==> src/rtl/ddr_refresh_timer.sv <==
// ddr_refresh_timer
// Generates one tick per average refresh interval (tREFI) and keeps a
// saturating count of refresh credits owed to the DRAM. The controller
// retires credits with refresh_ack. refresh_req and refresh_urgent follow a
// small IDLE/POSTPONE/URGENT state machine driven by the pending count.
//
// Handshake: refresh_ack is a single-cycle pulse, sampled on the rising edge,
// and retires one credit only when pending is non-zero. A tick and an
// accepted ack on the same edge cancel each other out.
//
// Optional feature: define DDR_REFRESH_STATS_EN to add the 8-bit drop_count
// output. It counts refreshes lost because the backlog was already full,
// saturates at 255, and is cleared only by reset.
//
// Every output comes straight from a flop.

module ddr_refresh_timer #(
    parameter int CLK_FREQ     = 50000000,
    parameter int TREFI_NS     = 7800,
    parameter int MAX_PENDING  = 8,
    parameter int URGENT_LEVEL = 6
) (
    input  logic       clk,
    input  logic       reset,
    input  logic       enable,
    input  logic       refresh_ack,
    output logic       tick,
    output logic       refresh_req,
    output logic       refresh_urgent,
    output logic [3:0] pending
`ifdef DDR_REFRESH_STATS_EN
    ,
    output logic [7:0] drop_count
`endif
);

    // Interval length in clock cycles. Scale in 64 bits so large
    // frequencies cannot overflow.
    localparam longint PERIOD_L = (longint'(CLK_FREQ) / 1000) * longint'(TREFI_NS) / 1000000;
    localparam int     PERIOD   = int'(PERIOD_L);
    localparam int     CNT_W    = (PERIOD > 1) ? $clog2(PERIOD) : 1;

    localparam logic [CNT_W-1:0] CNT_RELOAD = CNT_W'(PERIOD - 1);
    localparam logic [CNT_W-1:0] CNT_ZERO   = '0;
    localparam logic [3:0]       MAX_P      = 4'(MAX_PENDING);
    localparam logic [3:0]       URG_P      = 4'(URGENT_LEVEL);

    // Reject configurations the timer cannot honour.
    if (PERIOD < 2) begin : g_bad_period
        $error("ddr_refresh_timer: PERIOD must be at least 2 cycles");
    end
    if (MAX_PENDING < 1 || MAX_PENDING > 15) begin : g_bad_max
        $error("ddr_refresh_timer: MAX_PENDING must be in 1..15");
    end
    if (URGENT_LEVEL < 1 || URGENT_LEVEL > MAX_PENDING) begin : g_bad_urgent
        $error("ddr_refresh_timer: URGENT_LEVEL must be in 1..MAX_PENDING");
    end

    typedef enum logic [1:0] {
        ST_IDLE     = 2'd0,
        ST_POSTPONE = 2'd1,
        ST_URGENT   = 2'd2
    } state_t;

    logic [CNT_W-1:0] r_cnt;
    logic             r_tick;
    logic [3:0]       r_pending;
    logic             r_req;
    logic             r_urgent;
    state_t           r_state;

    logic             w_tick_gen;
    logic             w_ack_ok;
    logic             w_inc;
    logic             w_dec;
    logic             w_drop;
    logic [3:0]       w_pending_nxt;
    state_t           w_state_nxt;

    // An interval ends when the counter sits at zero while enabled.
    assign w_tick_gen = enable && (r_cnt == CNT_ZERO);

    // An ack only counts when there is something to retire.
    assign w_ack_ok = refresh_ack && (r_pending != 4'd0);

    // Credit bookkeeping: a tick and an accepted ack cancel each other out;
    // a tick on a full backlog is lost.
    always_comb begin
        w_inc  = 1'b0;
        w_dec  = 1'b0;
        w_drop = 1'b0;
        if (w_tick_gen && !w_ack_ok) begin
            if (r_pending == MAX_P) begin
                w_drop = 1'b1;
            end else begin
                w_inc = 1'b1;
            end
        end else if (!w_tick_gen && w_ack_ok) begin
            w_dec = 1'b1;
        end
    end

    // Next pending value from the increment/decrement decision.
    always_comb begin
        w_pending_nxt = r_pending;
        if (w_inc) begin
            w_pending_nxt = r_pending + 4'd1;
        end else if (w_dec) begin
            w_pending_nxt = r_pending - 4'd1;
        end
    end

    // State moves only when pending actually changes, landing on the band
    // that the new pending value falls into.
    always_comb begin
        w_state_nxt = r_state;
        case (r_state)
            ST_IDLE: begin
                if (w_inc) begin
                    w_state_nxt = (w_pending_nxt >= URG_P) ? ST_URGENT : ST_POSTPONE;
                end
            end
            ST_POSTPONE: begin
                if (w_inc && (w_pending_nxt >= URG_P)) begin
                    w_state_nxt = ST_URGENT;
                end else if (w_dec && (w_pending_nxt == 4'd0)) begin
                    w_state_nxt = ST_IDLE;
                end
            end
            ST_URGENT: begin
                if (w_dec && (w_pending_nxt < URG_P)) begin
                    w_state_nxt = (w_pending_nxt == 4'd0) ? ST_IDLE : ST_POSTPONE;
                end
            end
            default: begin
                w_state_nxt = ST_IDLE;
            end
        endcase
    end

    // Interval down-counter and registered tick; held at reload while disabled.
    always_ff @(posedge clk or posedge reset) begin
        if (reset) begin
            r_cnt  <= CNT_RELOAD;
            r_tick <= 1'b0;
        end else if (!enable) begin
            r_cnt  <= CNT_RELOAD;
            r_tick <= 1'b0;
        end else if (r_cnt == CNT_ZERO) begin
            r_cnt  <= CNT_RELOAD;
            r_tick <= 1'b1;
        end else begin
            r_cnt  <= r_cnt - CNT_W'(1);
            r_tick <= 1'b0;
        end
    end

    // Refresh state machine: pending, state and the request flags update together.
    always_ff @(posedge clk or posedge reset) begin
        if (reset) begin
            r_state   <= ST_IDLE;
            r_pending <= 4'd0;
            r_req     <= 1'b0;
            r_urgent  <= 1'b0;
        end else begin
            r_state   <= w_state_nxt;
            r_pending <= w_pending_nxt;
            r_req     <= (w_state_nxt != ST_IDLE);
            r_urgent  <= (w_state_nxt == ST_URGENT);
        end
    end

`ifdef DDR_REFRESH_STATS_EN
    logic [7:0] r_drop_count;

    // Saturating count of refreshes lost to a full backlog.
    always_ff @(posedge clk or posedge reset) begin
        if (reset) begin
            r_drop_count <= 8'd0;
        end else if (w_drop && (r_drop_count != 8'hFF)) begin
            r_drop_count <= r_drop_count + 8'd1;
        end
    end

    assign drop_count = r_drop_count;
`else
    logic w_drop_unused;
    assign w_drop_unused = w_drop;
`endif

    assign tick           = r_tick;
    assign refresh_req    = r_req;
    assign refresh_urgent = r_urgent;
    assign pending        = r_pending;

endmodule

==> config.mk <==
export PLATFORM = sky130hd
export DESIGN_NAME = ddr_refresh_timer
export DESIGN_NICKNAME = d
export VERILOG_FILES = /design/src/rtl/ddr_refresh_timer.sv
export SDC_FILE = /design/constraint.sdc
export NUM_CORES = 1
export LEC_CHECK = 0
export CAP_MARGIN = 10
export CORE_UTILIZATION = 55
export CTS_BUF_LIST = sky130_fd_sc_hd__clkbuf_4 sky130_fd_sc_hd__clkbuf_8 sky130_fd_sc_hd__clkbuf_16
export DETAILED_ROUTE_END_ITERATION = 8
export GPL_ROUTABILITY_DRIVEN = 0
export PLACE_DENSITY = 0.86
export SYNTH_ARGS = -nofsm -noshare
export SYNTH_HDL_FRONTEND = slang
export SYNTH_SLANG_ARGS = --single-unit
==> constraint.sdc <==
create_clock -name clk -period 3 [get_ports clk]
set_input_delay 0.45 -clock clk [delete_from_list [all_inputs] [get_ports clk]]
set_output_delay 0.45 -clock clk [all_outputs]
set_load 0.02 [all_outputs]
## Yosys cells after proc, flatten, opt, wreduce, memory -nomap -nowiden

Index checks and enable logic that the tools add are counted.

- Equality and inequality tests: 4
- Magnitude comparators: 2
- Reductions and logical operators: 14
- Multiplexer cells: 17
- Add/sub/neg operators: 3

Operator list:

| kind | count |
|---|---|
| $mux W9 | 2 |
| $mux W2 | 5 |
| $logic_not A9 Y1 | 1 |
| $sub A9 B1 Y9 const B | 1 |
| $mux W4 | 2 |
| $logic_and A1 B1 Y1 | 7 |
| $mux W1 | 7 |
| $pmux W2 S3 | 1 |
| $add A4 B1 Y4 const B | 1 |
| $eq A2 B2 Y1 const B | 2 |
| $eq A4 B4 Y1 const B | 1 |
| $ge A4 B3 Y1 const B | 1 |
| $logic_not A4 Y1 | 1 |
| $lt A4 B3 Y1 const B | 1 |
| $reduce_bool A4 Y1 | 1 |
| $sub A4 B1 Y4 const B | 1 |
| $eq A2 B1 Y1 const B | 1 |
| $logic_not A1 Y1 | 2 |
| $logic_not A2 Y1 | 1 |
| $reduce_bool A2 Y1 | 1 |

- Word-level logic and storage cells: 46
- Output and inout bits: 7
- Input port bits: 4
- Bits in registers: 18

## Longest topological paths before layout

- Depth after elaboration: 14
- Mapped depth: 10
- Depth with buffers taken out: 10

## Least setup slack after synthesis

OpenSTA, ideal clock, no wires.

- Kind: register to register
- Start: register r_cnt[0]
- End: register r_req, in the netlist refresh_req
- Data arrival time: 2296 ps
- Library setup time: 133 ps
- Slack: 571 ps
- Required time: 2867 ps
- Cell stages (with the launch flop): 10
- Period minus slack after synthesis: 2429 ps
- Path buffers: 0
- Cells stage by stage: dfstp_2 > inv_1 > ha_1 > and3b_1 > nand3_2 > o31ai_1 > a221o_1 > or4b_4 > o21ai_0 > a22oi_1

- Cells in the longest elaborated chain, start to end: 14
- Elaborated cells between the ends (all ways): 24

Ends and longest elaborated chain:

| what | RTL line | text |
|---|---|---|
| start: declaration | 65 | `logic [CNT_W-1:0] r_cnt;` |
| start signal: assignment | 153 | `r_cnt <= r_cnt - CNT_W'(1);` |
| $logic_not A9 Y1 * | 81 | `assign w_tick_gen = enable && (r_cnt == CNT_ZERO);` |
| $logic_and A1 B1 Y1 * | 81 |  |
| $logic_not A1 Y1 | 98 | `end else if (!w_tick_gen && w_ack_ok) begin` |
| $logic_and A1 B1 Y1 | 98 |  |
| $mux W1 | 98 |  |
| $mux W1 | 92 | `if (w_tick_gen && !w_ack_ok) begin` |
| $mux W4 | 108 | `end else if (w_dec) begin` |
| $mux W4 * | 106 | `if (w_inc) begin` |
| named net w_pending_nxt[2] | 77 | `logic [3:0] w_pending_nxt;` |
| branches (longest 4 deep; another with $ge A4 B3 Y1) | -- |  |
| $pmux W2 S3 * | 117 | `case (r_state)` |
| $reduce_bool A2 Y1 * | 168 | `r_req <= (w_state_nxt != ST_IDLE);` |
| end signal: assignment | 168 |  |
| end: declaration | 68 | `logic r_req;` |

Mark *: on every way through the listed nets, which the timed path passes.

## Final worst setup path

- Start: register r_cnt[0]
- End: register r_state[0]

- Cells in the longest elaborated chain, start to end: 13
- Elaborated cells between the ends (all ways): 23

Ends and longest elaborated chain:

| what | RTL line | text |
|---|---|---|
| $logic_not A9 Y1 * | 81 |  |
| $logic_and A1 B1 Y1 * | 81 |  |
| $logic_not A1 Y1 | 98 |  |
| $logic_and A1 B1 Y1 | 98 |  |
| $mux W1 | 98 |  |
| $mux W1 | 92 |  |
| $mux W4 | 108 |  |
| $mux W4 * | 106 |  |
| named net w_pending_nxt[2] | 77 |  |
| branches (longest 4 deep; another with $ge A4 B3 Y1) | -- |  |
| $pmux W2 S3 * | 117 |  |
| named net w_state_nxt[0] | 78 | `state_t w_state_nxt;` |
| end signal: assignment | 166 | `r_state <= w_state_nxt;` |
| end: declaration | 70 | `state_t r_state;` |

Marks and branches as above.

==> results.sh <==
export IMPL_cts_sinks=18
export IMPL_critPathCaptureType="flip-flop"
export IMPL_ys_warn_count=0
export IMPL_final_max_slew_viol_count=0
export IMPL_ys_top_cells_by_area="dfrtp_1 31%, dfstp_2 9.3%, nor2_1 4.7%"
export IMPL_synth_compound_area_share_pct=16.65
export IMPL_setup_viol=0
export IMPL_synthAdderAreaFrac_pct=5.327
export IMPL_p_int_w=0.0005568
export IMPL_clkPwrFrac_pct=14.3
export IMPL_switching_share_pct=40.95
export IMPL_syn_mean_instance_area_um2=8.947
export IMPL_rrSetupSlack_ns=0.31
export IMPL_seqCellArea_um2=455.4
export IMPL_comb_power_share_pct=47.5
export IMPL_tritoncts="yes"
export IMPL_cts_root_buf="clkbuf_4"
export IMPL_synthSimpleGateAreaFrac_pct=27.41
export IMPL_critPathArrivalTime_ns=2.88
export IMPL_fin_tns_setup_ns=0
export IMPL_hold_ws_ns=0.4750
export IMPL_dp_hpwl_um=1695
export IMPL_critPathLaunchType="flip-flop"
export IMPL_synthesis_nets=134
export IMPL_cts_buffer_depth=2
export IMPL_r2r_start="r_cnt[0]"
export IMPL_syn_inst=126
export IMPL_drc=0
export IMPL_pin_count=11
export IMPL_drt_antenna_violating_nets=0
export IMPL_ir_drop_v=0.0005201
export IMPL_cp_max_fo=5
export IMPL_die_area_um2=2235
export IMPL_status="finished, final reports clean"
export IMPL_fin_crit_sh_pct=89.75
export IMPL_die_height_um=47.28
export IMPL_nNetsFinal=149
export IMPL_rows=16
export IMPL_grt_pass1_wl_um=3857
export IMPL_syn_area_um2=1127
export IMPL_drtPass1Iterations=4
export IMPL_drt_wl_total_um=2360
export IMPL_drtIter0Drc=24
export IMPL_power_density_nw_per_um2=728.1
export IMPL_synth_top_family_by_area="simple AND/OR/NAND/NOR gates"
export IMPL_synth_seq_cells=18
export IMPL_max_slew_margin_pct=56.22
export IMPL_hold_buffers=0
export IMPL_floorplan_initialDensity_pct=58.05
export IMPL_cts_buffers=3
export IMPL_cts_clk_slew_worst_paths_ns=0.10
export IMPL_rsz0062_at_grt="false"
export IMPL_min_period_ns=2.693
export IMPL_htree_num_levels=1
export IMPL_final_area_um2=1295
export IMPL_synth_main_ff_cell="dfrtp_1"
export IMPL_hold_viol_final=0
export IMPL_power_switching_w=0.0003861
export IMPL_grt_pass1_vias=849
export IMPL_die_width_um=47.28
export IMPL_worstPathRequired_ns=3.19
export IMPL_antenna_found_initial=0
export IMPL_areaGrowthSynthToFinish_pct=14.87
export IMPL_leakage_nw=0.5677
export IMPL_min_delay_path_class="flip-flop to flip-flop"
export IMPL_post_route_util_pct=66.69
export IMPL_worst_pin_slew_ns=0.6559
export IMPL_drive_gt1_share_pct=12.86
export IMPL_yosys_area_top_type_share_pct=31.08
export IMPL_grt_ovfl_total=0
export IMPL_port_buffers=10
export IMPL_synth_edf_count=0
export IMPL_postCtsResizedCells=0
export IMPL_grt_max_degree=19
export IMPL_design_core_area_um2=1942
export IMPL_synth_cell_types=47
export IMPL_insertion_delay_ns=0.30
export IMPL_crit_path_end="r_state[0]"
export IMPL_synthMuxAreaShare_pct=0
export IMPL_via_per_inst=5.856
export IMPL_yosys_area_top_type="dfrtp_1"
export IMPL_finalPower_w=0.0009429
export IMPL_clock_fmax_ghz=0.3714
export IMPL_crit_start="r_cnt[0]"
export IMPL_rr_endpoint="r_state[0]"
export IMPL_fin_skew_ns=0.007223
export IMPL_cts_setup_buffers=0
export IMPL_diodes=0
export IMPL_num_vias=978
export IMPL_max_cap_violations=0
export IMPL_seq_power_share_pct=38.2
export IMPL_wl_per_cell_um=14.13
export IMPL_synth_yosys_seq_area_share_pct=40.40
export IMPL_fillers=169
export IMPL_async_flop_share_pct=100.0
export IMPL_grtUsageTotal_pct=25.44
export IMPL_crit_type="flip-flop to flip-flop"
export IMPL_synth_xor_area_share_pct=6.215
export IMPL_reg2reg_depth=10
export IMPL_multi_input_area_um2=626.9
export IMPL_final_cell_mix="14 x nor2_1, 14 x dfrtp_1, 13 x nand2_1"
export IMPL_dpl_instance_area_um2=1265
==> critical path: stages (launching register included) <==
cell      delay [ns]
dfstp_2         0.56
inv_1           0.08
ha_1            0.23
and3b_1         0.21
nand3_2         0.11
buf_4           0.14
o31ai_1         0.06
a221o_1         0.39
or4b_4          0.54
o21bai_2        0.16
o22ai_1         0.11
==> state kept, by name, summed over array words and instances (netlist names) <==
signal          flops
pending             4
r_cnt               9
tick                1
r_state             2
refresh_req         1
refresh_urgent      1
==> per-stage QoR <==
stage	worst slack (ns)	instances
2_1_floorplan	0.5714	126
5_1_grt	0.1288	167
3_5_place_dp	0.2072	163
6_report	0.3075	167
4_1_cts	0.3165	167
3_3_place_gp	0.2517	163
==> power groups by stage <==
stage,Clock (W),Sequential (W),Combinational (W)
6_report,0.000135,0.000360,0.000448
5_1_grt,0.000147,0.000369,0.000499
4_1_cts,0.000138,0.000359,0.000445
3_5_place_dp,0,0.000363,0.000440
3_3_place_gp,0,0.000361,0.000433
2_1_floorplan,0,0.000389,0.000276
==> synthesized netlist by cell type, types with 4 or more instances <==
cell type	n
xnor2_1	4
nand2_1	13
dfrtp_1	14
dfstp_2	4
xor2_1	4
a21oi_1	6
nor3_1	5
nor2_1	14
nand3_1	4
ha_1	4
o21ai_0	5
inv_1	8
==> worst min-delay path by stage <==
| stage | from | end | slack (ns) | depth (start not counted) |
|---|---|---|---|---|
| 3_5_place_dp | r_cnt[0] | r_cnt[0] | 0.45 | 1 |
| 5_1_grt | r_cnt[0] | r_cnt[0] | 0.51 | 1 |
| 3_3_place_gp | r_cnt[0] | r_cnt[0] | 0.44 | 1 |
| 6_report | r_cnt[0] | r_cnt[0] | 0.47 | 1 |
| 2_1_floorplan | reset | pending[0] | 0.39 | 1 |
| 4_1_cts | r_cnt[0] | r_cnt[0] | 0.47 | 1 |
==> kinds of logic (layout without fill, tap and decap cells) <==
logic type,count (synthesis),in the layout
AO/OA/AOI/OAI,27,27
XOR/XNOR,8,8
adder cells (fa/ha/maj),5,5
buffers and inverters,11,25
flip-flops,18,18
AND/OR/NAND/NOR,57,57
==> area by class of cell <==
type                       count  area share [%]
tap                           27           2.609
timing repair buffer          12           8.889
multi-input combinational     97           48.41
sequential                    18           35.17
clock buffer                   4           2.319
inverter                       9           2.609
==> routing by layer <==
layer  global-route usage (%)  wire length [um]  part of all wire (%)
met1                    37.32              1155                    49
met2                    36.16              1048                    44
met3                    2.308                95                   4.0
met4                    15.43                60                   2.5
met5                        0                 0                     0
Power figures use the tool's default switching activity.
==> RTL edit, RTL diff (same flow settings) <==
The parameter `CLK_FREQ` goes from 50000000 to 25000000.
--- a/src/rtl/ddr_refresh_timer.sv
+++ b/src/rtl/ddr_refresh_timer.sv
@@ -15,7 +15,7 @@
 // Every output comes straight from a flop.
 
 module ddr_refresh_timer #(
-    parameter int CLK_FREQ     = 50000000,
+    parameter int CLK_FREQ     = 25000000,
     parameter int TREFI_NS     = 7800,
     parameter int MAX_PENDING  = 8,
     parameter int URGENT_LEVEL = 6
Check against the original RTL: no difference found for any inputs over 10 cycles, from zero or initial values and one cycle with reset high; that may be too few to reach the edited logic, so the function may still have changed.
==> RTL edit against the unedited design <==
Area after synthesis is 5.0% lower; count of clock-buffer cells in the layout is 1 lower; critical path depth is 2 lower; cell area is 4.7% lower; sequential cell count is 1 lower; wire length is 12% lower; die area is 4.8% lower; utilization is 2.5 points higher; sequential share of layout area is 0.38 points lower; worst hold slack better by 0.022 ns; combinational power is 21% higher; via count is 15% lower; worst setup slack better by 0.078 ns; total power is 7.4% higher.
==> RTL edit: results (changes against the unedited design) <==
* Post-cts gate resize count at 0 (unchanged)
* Sequential area share after synthesis at 0.401 (-0.00329)
* DP HPWL at 1570 µm (-7.1%)
* Crit path max-delay family: simple AND/OR/NAND/NOR gates
* Leakage power at 0.517 nW (-9.0%)
* Synth Area in Compound Gates at 0.150 (-0.0169)
* Ys flop type: dfrtp_1
* Crit-path max cell delay at 0.48 ns (-0.08 ns)
* Clock buffer depth at 2 (unchanged)
* Largest reg by FF count: r_cnt
* Status: finished, final reports clean
* DR iter-0 viols at 31 (+29%)
* Critical path peak fanout at 9 (+4)
* Final worst path period need at 2.61 ns (-0.0784 ns)
* Fin Clk Skew at 0.00762 ns (+0.000401 ns)
* CTS buffer count at 3 (unchanged)
* Async set-reset flop share out of synthesis at 1.00 (unchanged)
* Vias in the first global route at 779 (-8.2%)
* Synth area leaders: dfrtp_1 (33%), dfstp_2 (7.4%), ha_1 (4.7%)
* Distinct cells, synth at 38 (-19%)
* CTS H-tree depth at 1 (unchanged)
* Total track usage at 0.230 (-0.0245)
* Diode count at 0 (unchanged)
* Maximum resistive drop on vdd at 0.434 mV (-16%)
* Post-CTS Setup Repair Bufs at 0 (unchanged)
* Slew margin rel. at 0.215 (-0.347)
* Root Driver: clkbuf_4
* Clock latency on the worst-skew pair at 0.30 ns (about the same)
* Largest net degree at the start of global routing at 18 (-1)
* Layout net count at 131 (-12%)
* Worst hold slack at 0.497 ns (+0.0220 ns)
* Placed Area at 1210 µm² (-4.6%)
* First-pass GRT wire length at 3350 µm (-13%)
* Pre-antenna DRT Iters at 4 (unchanged)
* Clock slew at reported path FFs at 0.10 ns (about the same)
* Avg WL per Cell at 14.1 µm (-0.11%)
* Layout fillers at 144 (-15%)
* Critical Path Slowest Stage Cell: or4_1
* Commonest cells post-synth: dfrtp_1 (14), nor2_1 (12), inv_1 (11), nand2_1 (11), xnor2_1 (5)
* Via count at 832 (-15%)
* Fraction of layout cells with a size suffix above 1 at 0.139 (+0.0108)
* HP Class: flip-flop to flip-flop
* Port bufs at 10 (unchanged)
* Adder and majority gate portion of the synthesized area at 0.0467 (-0.00655)
* Critical path arrival at 2.84 ns (-0.04 ns)
* Synth Area in XOR/XNOR at 0.0736 (+0.0114)
* Post-synthesis mux area share at 0.0397 (+0.0397)
* Yosys Warn Count at 0 (unchanged)
* Largest register FFs at 8 (-1)
* Met2 Usage GRT at 0.403 (+0.0412)
* Flop2flop setup slack at 0.39 ns (+0.08 ns)
* Register-to-Register Path Depth at 8 (-2)
* Worst hold stages at 1 (unchanged)
* GRT overflow at 0 (unchanged)
* Antenna violations before repair at 0 (unchanged)
* Grt met1 use at 0.266 (-0.108)
* Met3 GRT Util at 0.0706 (+0.0475)
* Pre-CTS setup slack at 0.352 ns (+0.145 ns)
* Syn_nets at 116 (-13%)
RTL edit: changes by cell type after synthesis, sizes merged, moves of 3 or more:
cell	change
a21oi	-6
nand3	-3
nor3b	+3
o21ai	-3
o32ai	+3
RTL edit: area by class of cell:
cell class                      instances  share of cell area
Multi-Input combinational cell         79               0.484
Sequential cell                        17               0.348
Timing Repair Buffer                   11              0.0872
Inverter                               11              0.0335
Tap cell                               25              0.0254
Clock buffer                            3              0.0183
Clock inverter                          1             0.00406
RTL edit: cells by family after synthesis:
logic type                 count (synthesis)
buffers and inverters                     12
DFF                                       17
and+or+nand+nor                           47
xor gates and xnor gates                   9
adders and majority gates                  4
muxes                                      3
AOI/OAI and AO/OA                         16
RTL edit: metrics by stage:
stage	std cells	util
CTS	147	0.692
global placement	143	0.676
global route	147	0.692
floorplan	108	-
finish	147	0.692
detailed placement	143	0.676
RTL edit: worst paths after layout:
| kind | start | endpoint |
|---|---|---|
| max in group asynchronous | reset | tick$_DFF_PP0_ |
| worst max-delay path | pending[1]$_DFF_PP0_ | r_state[0]$_DFF_PP0_ |
| worst min register to register | r_cnt[0]$_DFF_PP0_ | r_cnt[0]$_DFF_PP0_ |
| worst min-delay path | r_cnt[0]$_DFF_PP0_ | r_cnt[0]$_DFF_PP0_ |
| min in group asynchronous | reset | refresh_req$_DFF_PP0_ |
| worst max register to register | pending[1]$_DFF_PP0_ | r_state[0]$_DFF_PP0_ |
RTL edit: worst reg2reg max path, delay by kind of cell, from the launching register on:
| family | cells | cell delay, ns |
|---|---|---|
| adders and majority gates | 1 | 0.23 |
| buffers and inverters | 1 | 0.09 |
| DFF | 1 | 0.47 |
| and+or+nand+nor | 3 | 1.06 |
| AOI/OAI and AO/OA | 3 | 0.69 |
RTL edit: metal layers:
| layer | vias up | wire length, µm |
|---|---|---|
| li1 | 408 | - |
| met2 | 13 | 1090 |
| met5 | - | 0 |
| met1 | 407 | 891 |
| met4 | 0 | 24 |
| met3 | 4 | 64 |
RTL edit: where the power goes:
group          leakage (nW)  switching, mW  total [mW]  internal, mW
registers             0.207         0.0715       0.349         0.277
logic                 0.292          0.303       0.541         0.238
clock network        0.0177         0.0734       0.123        0.0497
total                 0.517          0.448        1.01         0.565
